[config.mk]
export PLATFORM = sky130hd
export DESIGN_NAME = dual_issue_scheduler
export DESIGN_NICKNAME = d
export VERILOG_FILES = /design/src/rtl/sched_pkg.sv /design/src/rtl/sched_scoreboard.sv /design/src/rtl/dual_issue_scheduler.sv
export SDC_FILE = /design/constraint.sdc
export NUM_CORES = 1
export LEC_CHECK = 0
export CORE_ASPECT_RATIO = 1.25
export CORE_MARGIN = 2
export CORE_UTILIZATION = 40
export CTS_BUF_LIST = sky130_fd_sc_hd__clkbuf_16
export DETAILED_ROUTE_END_ITERATION = 8
export GPL_TIMING_DRIVEN = 1
export PLACE_DENSITY_LB_ADDON = 0.25
export SLEW_MARGIN = 0
export SYNTH_ARGS = -nofsm -noshare
export SYNTH_HDL_FRONTEND = slang
export SYNTH_HIERARCHICAL = 1
export SYNTH_SLANG_ARGS = --single-unit
[constraint.sdc]
create_clock -name clk -period 5.9 [get_ports clk]
set_input_delay 1.18 -clock clk [delete_from_list [all_inputs] [get_ports clk]]
set_output_delay 1.18 -clock clk [all_outputs]
set_load 0.005 [all_outputs]
[src/rtl/sched_pkg.sv]
// sched_pkg
//   Shared decode definitions for the dual-issue scheduler: RV32I major
//   opcodes, the issue-class enum and a decode function that extracts the
//   register fields together with "actually used" flags. A flag is set only
//   when the field is architecturally read/written AND names a register
//   other than x0, so downstream hazard logic never has to special-case x0.
package sched_pkg;

    localparam logic [6:0] OPC_LOAD   = 7'b0000011;
    localparam logic [6:0] OPC_STORE  = 7'b0100011;
    localparam logic [6:0] OPC_BRANCH = 7'b1100011;
    localparam logic [6:0] OPC_JAL    = 7'b1101111;
    localparam logic [6:0] OPC_JALR   = 7'b1100111;
    localparam logic [6:0] OPC_OP     = 7'b0110011;
    localparam logic [6:0] OPC_OPIMM  = 7'b0010011;
    localparam logic [6:0] OPC_LUI    = 7'b0110111;
    localparam logic [6:0] OPC_AUIPC  = 7'b0010111;

    typedef enum logic [1:0] {
        CLS_ALU,
        CLS_MEM,
        CLS_CTRL,
        CLS_SYS
    } issue_class_e;

    typedef struct packed {
        logic [4:0]   rd;
        logic [4:0]   rs1;
        logic [4:0]   rs2;
        logic         use_rd;
        logic         use_rs1;
        logic         use_rs2;
        issue_class_e cls;
    } dec_t;

    function automatic dec_t decode(input logic [31:0] ins);
        dec_t       d;
        logic [6:0] opc;
        opc       = ins[6:0];
        d.rd      = ins[11:7];
        d.rs1     = ins[19:15];
        d.rs2     = ins[24:20];
        unique case (opc)
            OPC_OP, OPC_OPIMM, OPC_LUI, OPC_AUIPC: d.cls = CLS_ALU;
            OPC_LOAD, OPC_STORE:                   d.cls = CLS_MEM;
            OPC_BRANCH, OPC_JAL, OPC_JALR:         d.cls = CLS_CTRL;
            default:                               d.cls = CLS_SYS;
        endcase
        d.use_rs1 = !(opc == OPC_LUI || opc == OPC_AUIPC || opc == OPC_JAL) && (d.rs1 != 5'd0);
        d.use_rs2 = (opc == OPC_OP || opc == OPC_STORE || opc == OPC_BRANCH) && (d.rs2 != 5'd0);
        d.use_rd  = !(opc == OPC_STORE || opc == OPC_BRANCH) && (d.rd != 5'd0);
        return d;
    endfunction

endpackage

[src/rtl/sched_scoreboard.sv]
// sched_scoreboard
//   Tracks destination registers of issued loads that have not yet written
//   back.
//   i_clk      clock
//   i_rst      asynchronous reset, active high
//   i_set_en   a load to i_set_rd issues this cycle
//   i_set_rd   destination of the issuing load
//   i_clr_en   load writeback completes this cycle
//   i_clr_rd   destination of the completing load
//   o_pend_eff pending mask with this cycle's writeback already removed
import sched_pkg::*;

module sched_scoreboard #(
    parameter int NREGS = 32
) (
    input  logic             i_clk,
    input  logic             i_rst,
    input  logic             i_set_en,
    input  logic [4:0]       i_set_rd,
    input  logic             i_clr_en,
    input  logic [4:0]       i_clr_rd,
    output logic [NREGS-1:0] o_pend_eff
);

    localparam logic [NREGS-1:0] ONE = {{(NREGS-1){1'b0}}, 1'b1};

    logic [NREGS-1:0] r_pending;
    logic [NREGS-1:0] w_clr_mask;
    logic [NREGS-1:0] w_set_mask;

    assign w_clr_mask = i_clr_en ? (ONE << i_clr_rd) : '0;
    assign w_set_mask = i_set_en ? (ONE << i_set_rd) : '0;

    // Writeback bypass: a register completing this cycle is already free
    // for the hazard check.
    assign o_pend_eff = r_pending & ~w_clr_mask;

    // Set is OR-ed in after the clear so a same-register set+clear leaves it
    // pending; bit 0 is masked so x0 can never be pending.
    always_ff @(posedge i_clk or posedge i_rst) begin
        if (i_rst) begin
            r_pending <= '0;
        end else begin
            r_pending <= (o_pend_eff | w_set_mask) & ~ONE;
        end
    end

endmodule

[src/rtl/dual_issue_scheduler.sv]
// dual_issue_scheduler
//   Issue stage behind the fetch buffer. Each cycle decides whether the
//   buffered pair issues dual, single (slot0 only) or not at all, and tells
//   the buffer how far to slide.
//   clk, n_rst             clock; async reset, active HIGH despite the name
//   instruction0/1         oldest / next buffered instruction, 0 = empty
//   nothing_filled         buffer empty
//   ex_ready               execute accepts a new pair this cycle
//   ld_wb_valid/ld_wb_rd   load writeback completing this cycle
//   freeze1                nothing issues, buffer holds
//   freeze2                slot1 held back solely by a pending load
//   dependency_on_ins2     only slot0 issues, buffer slides by 1
//   issue0/1_valid/instr   registered lane0 (any op) / lane1 (ALU only)
//   stall_cycles           saturating count of freeze1 cycles
import sched_pkg::*;

module dual_issue_scheduler #(
    parameter int XLEN        = 32,
    parameter int NREGS       = 32,
    parameter int STALL_CNT_W = 16
) (
    input  logic                   clk,
    input  logic                   n_rst,
    input  logic [XLEN-1:0]        instruction0,
    input  logic [XLEN-1:0]        instruction1,
    input  logic                   nothing_filled,
    input  logic                   ex_ready,
    input  logic                   ld_wb_valid,
    input  logic [4:0]             ld_wb_rd,
    output logic                   freeze1,
    output logic                   freeze2,
    output logic                   dependency_on_ins2,
    output logic                   issue0_valid,
    output logic [XLEN-1:0]        issue0_instr,
    output logic                   issue1_valid,
    output logic [XLEN-1:0]        issue1_instr,
    output logic [STALL_CNT_W-1:0] stall_cycles
);

    dec_t             w_d0, w_d1;
    logic [NREGS-1:0] w_pend_eff;
    logic             w_hit0, w_hit1;
    logic             w_can0, w_raw, w_waw, w_blk_struct, w_blk1;
    logic             w_iss0, w_iss1, w_set_ld;

    assign w_d0 = decode(instruction0[31:0]);
    assign w_d1 = decode(instruction1[31:0]);

    function automatic logic pend_hit(input dec_t d, input logic [NREGS-1:0] p);
        return (d.use_rs1 && p[d.rs1]) || (d.use_rs2 && p[d.rs2]) || (d.use_rd && p[d.rd]);
    endfunction

    assign w_hit0 = pend_hit(w_d0, w_pend_eff);
    assign w_hit1 = pend_hit(w_d1, w_pend_eff);

    // An empty slot0 makes the whole pair empty, even if slot1 is non-zero.
    assign w_can0 = !nothing_filled && (instruction0 != '0) && ex_ready && !w_hit0;

    assign w_raw = w_d0.use_rd &&
                   ((w_d1.use_rs1 && (w_d1.rs1 == w_d0.rd)) ||
                    (w_d1.use_rs2 && (w_d1.rs2 == w_d0.rd)));
    assign w_waw = w_d0.use_rd && w_d1.use_rd && (w_d1.rd == w_d0.rd);

    // Everything that blocks slot1 other than the scoreboard; freeze2 is
    // raised only when the scoreboard is the sole reason.
    assign w_blk_struct = (instruction1 == '0) || (w_d1.cls != CLS_ALU) ||
                          (w_d0.cls == CLS_CTRL) || w_raw || w_waw;
    assign w_blk1 = w_blk_struct || w_hit1;

    always_comb begin
        freeze1            = 1'b1;
        freeze2            = 1'b0;
        dependency_on_ins2 = 1'b0;
        w_iss0             = 1'b0;
        w_iss1             = 1'b0;
        if (!n_rst && w_can0) begin
            freeze1 = 1'b0;
            w_iss0  = 1'b1;
            if (w_blk1) begin
                dependency_on_ins2 = 1'b1;
                freeze2            = !w_blk_struct;
            end else begin
                w_iss1 = 1'b1;
            end
        end
    end

    always_ff @(posedge clk or posedge n_rst) begin
        if (n_rst) begin
            issue0_valid <= 1'b0;
            issue0_instr <= '0;
            issue1_valid <= 1'b0;
            issue1_instr <= '0;
        end else if (ex_ready) begin
            issue0_valid <= w_iss0;
            issue0_instr <= w_iss0 ? instruction0 : '0;
            issue1_valid <= w_iss1;
            issue1_instr <= w_iss1 ? instruction1 : '0;
        end
    end

    // Only lane0 can carry a load.
    assign w_set_ld = w_iss0 && (instruction0[6:0] == OPC_LOAD) && w_d0.use_rd;

    sched_scoreboard #(.NREGS(NREGS)) u_sb (
        .i_clk      (clk),
        .i_rst      (n_rst),
        .i_set_en   (w_set_ld),
        .i_set_rd   (w_d0.rd),
        .i_clr_en   (ld_wb_valid),
        .i_clr_rd   (ld_wb_rd),
        .o_pend_eff (w_pend_eff)
    );

    always_ff @(posedge clk or posedge n_rst) begin
        if (n_rst) begin
            stall_cycles <= '0;
        end else if (freeze1 && (stall_cycles != '1)) begin
            stall_cycles <= stall_cycles + 1'b1;
        end
    end

endmodule
# Word level (Yosys, flattened, before mapping)

Cells that the tools add are included.

Input port bits: 74
Flip-flop bits (word level): 113
Output and inout bits: 85
Logic and storage cells: 134

$add $sub $neg: 1
Reductions and logical operators: 67
Mux-type cells: 26
Equal/unequal tests: 23
Bitwise gates (word level): 3
$lt $le $gt $ge: 6
Shift operators: 2

Operators by type and width:

| operator                                                                     | count |
|---|---|
| 32-bit 2-to-1 mux                                                            | 4 |
| 1-bit by 5-bit left shift with 32-bit output, first input constant           | 2 |
| 7-bit by 6-bit == test with 1-bit output, second input constant              | 6 |
| 7-bit == test, second input constant                                         | 6 |
| 5-bit by 6-bit less-than comparator with 1-bit output, second input constant | 6 |
| 32-bit AND                                                                   | 1 |
| 32-bit logical NOT                                                           | 1 |
| 32-bit NOT                                                                   | 1 |
| 32-bit OR                                                                    | 1 |
| 32-bit nonzero test                                                          | 1 |
| 1-bit binary-select mux with 5-bit select                                    | 6 |
| 5-bit nonzero test                                                           | 6 |
| 7-bit by 5-bit == test with 1-bit output, second input constant              | 4 |
| 1-bit logical AND                                                            | 24 |
| 1-bit logical OR                                                             | 20 |
| 16-bit by 1-bit adder with 16-bit output, second input constant              | 1 |
| 16-bit != test, second input constant                                        | 1 |
| 5-bit == test                                                                | 3 |
| 7-bit by 2-bit == test with 1-bit output, second input constant              | 2 |
| 1-bit 2-to-1 mux                                                             | 14 |
| 2-bit one-hot mux with 3 select lines                                        | 2 |
| 1-bit logical NOT                                                            | 8 |
| 4-bit OR reduction                                                           | 2 |
| 3-bit OR reduction                                                           | 2 |
| 3 further kinds                                                              | 4 |

# Logic depth before layout (Yosys ltp)

Depth in word-level cells: 17
Gate-level depth with buffers: 15
Depth with buffers taken out: 13

# Cells and area by module

The synthesis kept the hierarchy.

Modules (own cells, without submodules):

| module               | cells each | times used | area an instance (um^2) | sequential area each (um^2) |
|---|---|---|---|---|
| dual_issue_scheduler | 464        | 1          | 5405.2                  | 2052.0 |
| sched_scoreboard     | 130        | 1          | 1460.2                  | 775.7 |

# Least setup slack after synthesis

Ideal clock, no wire load.

Path kind: in2out
From: input port ld_wb_rd[4]
To: output port freeze2
Arrival time: 3.576 ns
Path slack: 1.144 ns
Required time: 4.720 ns
Path buffers: 1
Stages on the path: 10
Cell sequence: or4b_1 -> o21a_1 -> mux4_2 -> mux2_2 -> a2bb2oi_1 -> o2111ai_2 -> nor2_2 -> buf_6 -> inv_2 -> nor3b_1

Cells in the longest elaborated chain, start to end: 13
Elaborated cells between the ends (all ways): 32
Classes of those cells: shift (1); mux (15); bitwise (2); reduce/logical (14)

RTL lines:

| item                                             | line                       | text |
|---|---|---|
| start: declaration                               | dual_issue_scheduler.sv:29 | `input logic [4:0] ld_wb_rd,` |
| 1-bit by 5-bit left shift with 32-bit output (*) | sched_scoreboard.sv:31     | `assign w_clr_mask = i_clr_en ? (ONE << i_clr_rd) : '0;` |
| 32-bit 2-to-1 mux (*)                            | sched_scoreboard.sv:31     |  |
| 32-bit NOT (*)                                   | sched_scoreboard.sv:36     | `assign o_pend_eff = r_pending & ~w_clr_mask;` |
| 32-bit AND (*)                                   | sched_scoreboard.sv:36     |  |
| named net w_pend_eff[8]                          | dual_issue_scheduler.sv:41 | `logic [NREGS-1:0] w_pend_eff;` |
| 1-bit binary-select mux with 5-bit select        | dual_issue_scheduler.sv:50 | `return (d.use_rs1 && p[d.rs1]) \|\| (d.use_rs2 && p[d.rs2]) \|\| (d.use_rd && p[d.rd]);` |
| 1-bit 2-to-1 mux (implied by the code)           | dual_issue_scheduler.sv:50 |  |
| 1-bit logical AND                                | dual_issue_scheduler.sv:50 |  |
| 1-bit logical OR (2 in a row)                    | dual_issue_scheduler.sv:50 |  |
| 1-bit logical NOT                                | dual_issue_scheduler.sv:57 | `assign w_can0 = !nothing_filled && (instruction0 != '0) && ex_ready && !w_hit0;` |
| 1-bit logical AND                                | dual_issue_scheduler.sv:57 |  |
| 1-bit logical AND                                | dual_issue_scheduler.sv:76 | `if (!n_rst && w_can0) begin` |
| 1-bit 2-to-1 mux (*)                             | dual_issue_scheduler.sv:76 |  |
| end: declaration                                 | dual_issue_scheduler.sv:31 | `output logic freeze2,` |

The timed path passes the listed nets; every way through them passes the cells marked *. The select of a mux whose other input is x is not followed.

# Worst setup path in the final report

From: input port ld_wb_rd[1]
To: output port freeze2

The elaborated chain is that of the path after synthesis.

==> impl_metrics.ini <==
[cells_and_area]
finalNonFillerCells = 991
fin_nets = 833
drive_above_1_share = 0.180
synthToLayoutAreaGrowth_pct = 36.6
n_antenna_cell = 0
fin_area_mm2 = 0.00938

[run]
maxCapViolations = 0

[timing]
fin_skew_ns = 0.00790
maxSlewViolCount = 0
rsz0062_at_grt = no
maxSlewHeadroom = 0.476
finalSetupViolations = 0
fmax_mhz = 176
period_needed_ns = 5.68
period_share = 0.962
worst_pin_slew_ns = 0.784
fin_tns_setup_ns = 0
finalHoldViolCount = 0
timing.hold.ws_ns = 0.479

[synth]
seq_area_frac_synth = 0.412
syn_nets = 669
syn_area_per_cell_um2 = 11.6
synthFlopType = dfrtp_1
syn_inst = 594
ys_seq_elements = 113
synth-edff-count = 0
yosys_warnings = 6
synth_area_mm2 = 0.00687
synthArstFlopShare = 1.00
synth.distinct_cells = 66

[critical_path]
cp.required_ns = 4.72
critPathMaxFanout = 7
r2r-end = u_sb/r_pending[24]$_DFF_PP0_
r2r_cells = 14
crit_type = input port to primary output
worst_ep_arrival_time_ns = 4.50
startpoint = ld_wb_rd[1]
cp-end-kind = primary output
rr_startpoint = u_sb/r_pending[23]$_DFF_PP0_
critPathLaunchType = input port
r2r_slack_ns = 2.41

[placed_design]
place_area_mm2 = 0.00876
hpwlAfterDp_um = 16600
placed_cells = 959
port_buffers = 158
gp_congestion = 0.976

[power]
powerDensity_mw_per_mm2 = 239
ir_worst_vdd_mv = 0.158
total_power_uw = 2240
leakage_uw = 0.00380

[clock_network]
post_cts_resized = 0
clock_latency_ns = 0.42
clk_path_buf_depth = 2
cts.clk_slew.worst_paths_ns = 0.05
cts_setup_buffers = 0
cts_made_buffers = 17
tritoncts = yes
cts_max_level = 4
cts_sinks = 113
clockRootBuffer = clkbuf_16
cts_hold_buf = 0

[floorplanning]
coreArea_mm2 = 0.0168
fp.dieW_um = 121
start_util = 0.408
ios = 159
rows = 53
die_h_um = 150
die-area_mm2 = 0.0182

[global_routing]
track_usage = 0.254
grt_pass1_wl_um = 35000
antenna_found_initial = 0
gr-total-overflow = 0
first_global_vias = 6148
grt_max_degree = 65

[route]
viasPerCell = 6.05
dr.pass1.iters = 5
ant_nets = 0
drc = 0
drt-total-wl_um = 22500
drtIter0Drc = 483
wl_per_cell_um = 22.7
num_vias = 6000

[worst_hold_path]
hold_class = flop to flop
hold_start = issue0_valid$_DFFE_PP0P_
hold_depth = 1
min_to = issue0_valid$_DFFE_PP0P_

[status]
run_status = complete, no violations
through the flow:
stage	utilization	setup slack, ns
after floorplan	-	1.14
after global placement	0.520	0.110
after detailed placement	0.520	0.0414
after CTS	0.554	0.0277
after global routing	0.557	0.104
final	0.557	0.224
critical path, stage by stage:
cell	delay, ns
clkdlybuf4s50_1	0.45
or2_1	0.39
o21a_1	0.32
mux4_2	0.48
mux2i_1	0.14
o21ai_0	0.14
o2111ai_1	0.26
o2111ai_2	0.20
nor2_4	0.14
inv_2	0.06
nor3b_2	0.20
clkdlybuf4s50_1	0.53
final cells by class:
cell class                 count  area, um^2
fill                        1493        7470
multi-input combinational    419        3780
sequential                   113        2830
timing repair buffer         198        1890
clock buffer                  17         425
tap                          220         275
clock inverter                15         144
inverter                       9        35.0
routing by layer:
metal	up-vias	share of wire	GRT usage
met1	2987	0.41	0.322
met5	-	0	0
met2	290	0.48	0.401
met4	0	0.043	0.139
li1	2666	-	-
met3	57	0.068	0.0610
how the worst max path moves through the flow:
stage,endpoint
after floorplan,freeze2
final,freeze2
after detailed placement,freeze2
after CTS,freeze2
after global placement,freeze2
after global routing,freeze2
cells in the final DEF, fill, tap and decap left out, types with 3 or more instances in the layout:
cell type / instances
nand2b_1: 8
nand2_1: 24
o21ai_0: 8
o211ai_1: 8
nor4_1: 8
a22oi_1: 5
mux2_2: 8
nor2_1: 21
a211oi_1: 5
clkdlybuf4s50_1: 154
a22o_1: 36
mux2i_1: 18
dfrtp_1: 113
o21a_1: 28
or4_1: 4
nor3_1: 9
nand4_1: 5
inv_1: 7
xnor2_1: 24
dlymetal6s2s_1: 4
nand3b_1: 7
and3_1: 3
clkinv_2: 5
and2_1: 3
nand4b_1: 5
a21oi_1: 4
buf_4: 40
o2111ai_1: 4
clkbuf_16: 17
nor2b_1: 13
mux4_2: 41
clkinvlp_4: 4
o21bai_1: 31
nand3_1: 17
a32o_1: 27
cell usage after synthesis, types with 9 or more instances:
master	count	area (um^2)
nor2b_1	13	81.3
a22o_1	36	315
xnor2_1	24	210
a32o_1	27	270
nand2_1	24	90.1
dfrtp_1	113	2830
clkbuf_1	23	86.3
nand3_1	17	85.1
o21bai_1	31	233
o21a_1	31	233
mux4_2	41	923
mux2i_1	18	180
buf_2	19	95.1
nor3_1	9	45.0
nor2_1	22	82.6
logic make-up after synthesis:
| kind of cell | after synthesis | synth area share |
|---|---|---|
| adders and majority gates | 1 | 0.00182 |
| AOI/OAI and AO/OA | 176 | 0.210 |
| xor gates and xnor gates | 26 | 0.0332 |
| DFF | 113 | 0.412 |
| other | 1 | 0.000546 |
| buffers and inverters | 62 | 0.0439 |
| muxes | 67 | 0.174 |
| and+or+nand+nor | 148 | 0.125 |
power by group:
part | switching [uW] | internal, uW | total (uW)
clock | 379 | 616 | 995
sequential | 41.6 | 816 | 858
combinational | 184 | 201 | 384
registers in the layout, indices dropped and copies added, names as in the netlist:
signal          count
issue0_instr       32
issue1_instr       32
u_sb/r_pending     31
stall_cycles       16
issue0_valid        1
issue1_valid        1
Power figures use the tool's default switching activity.
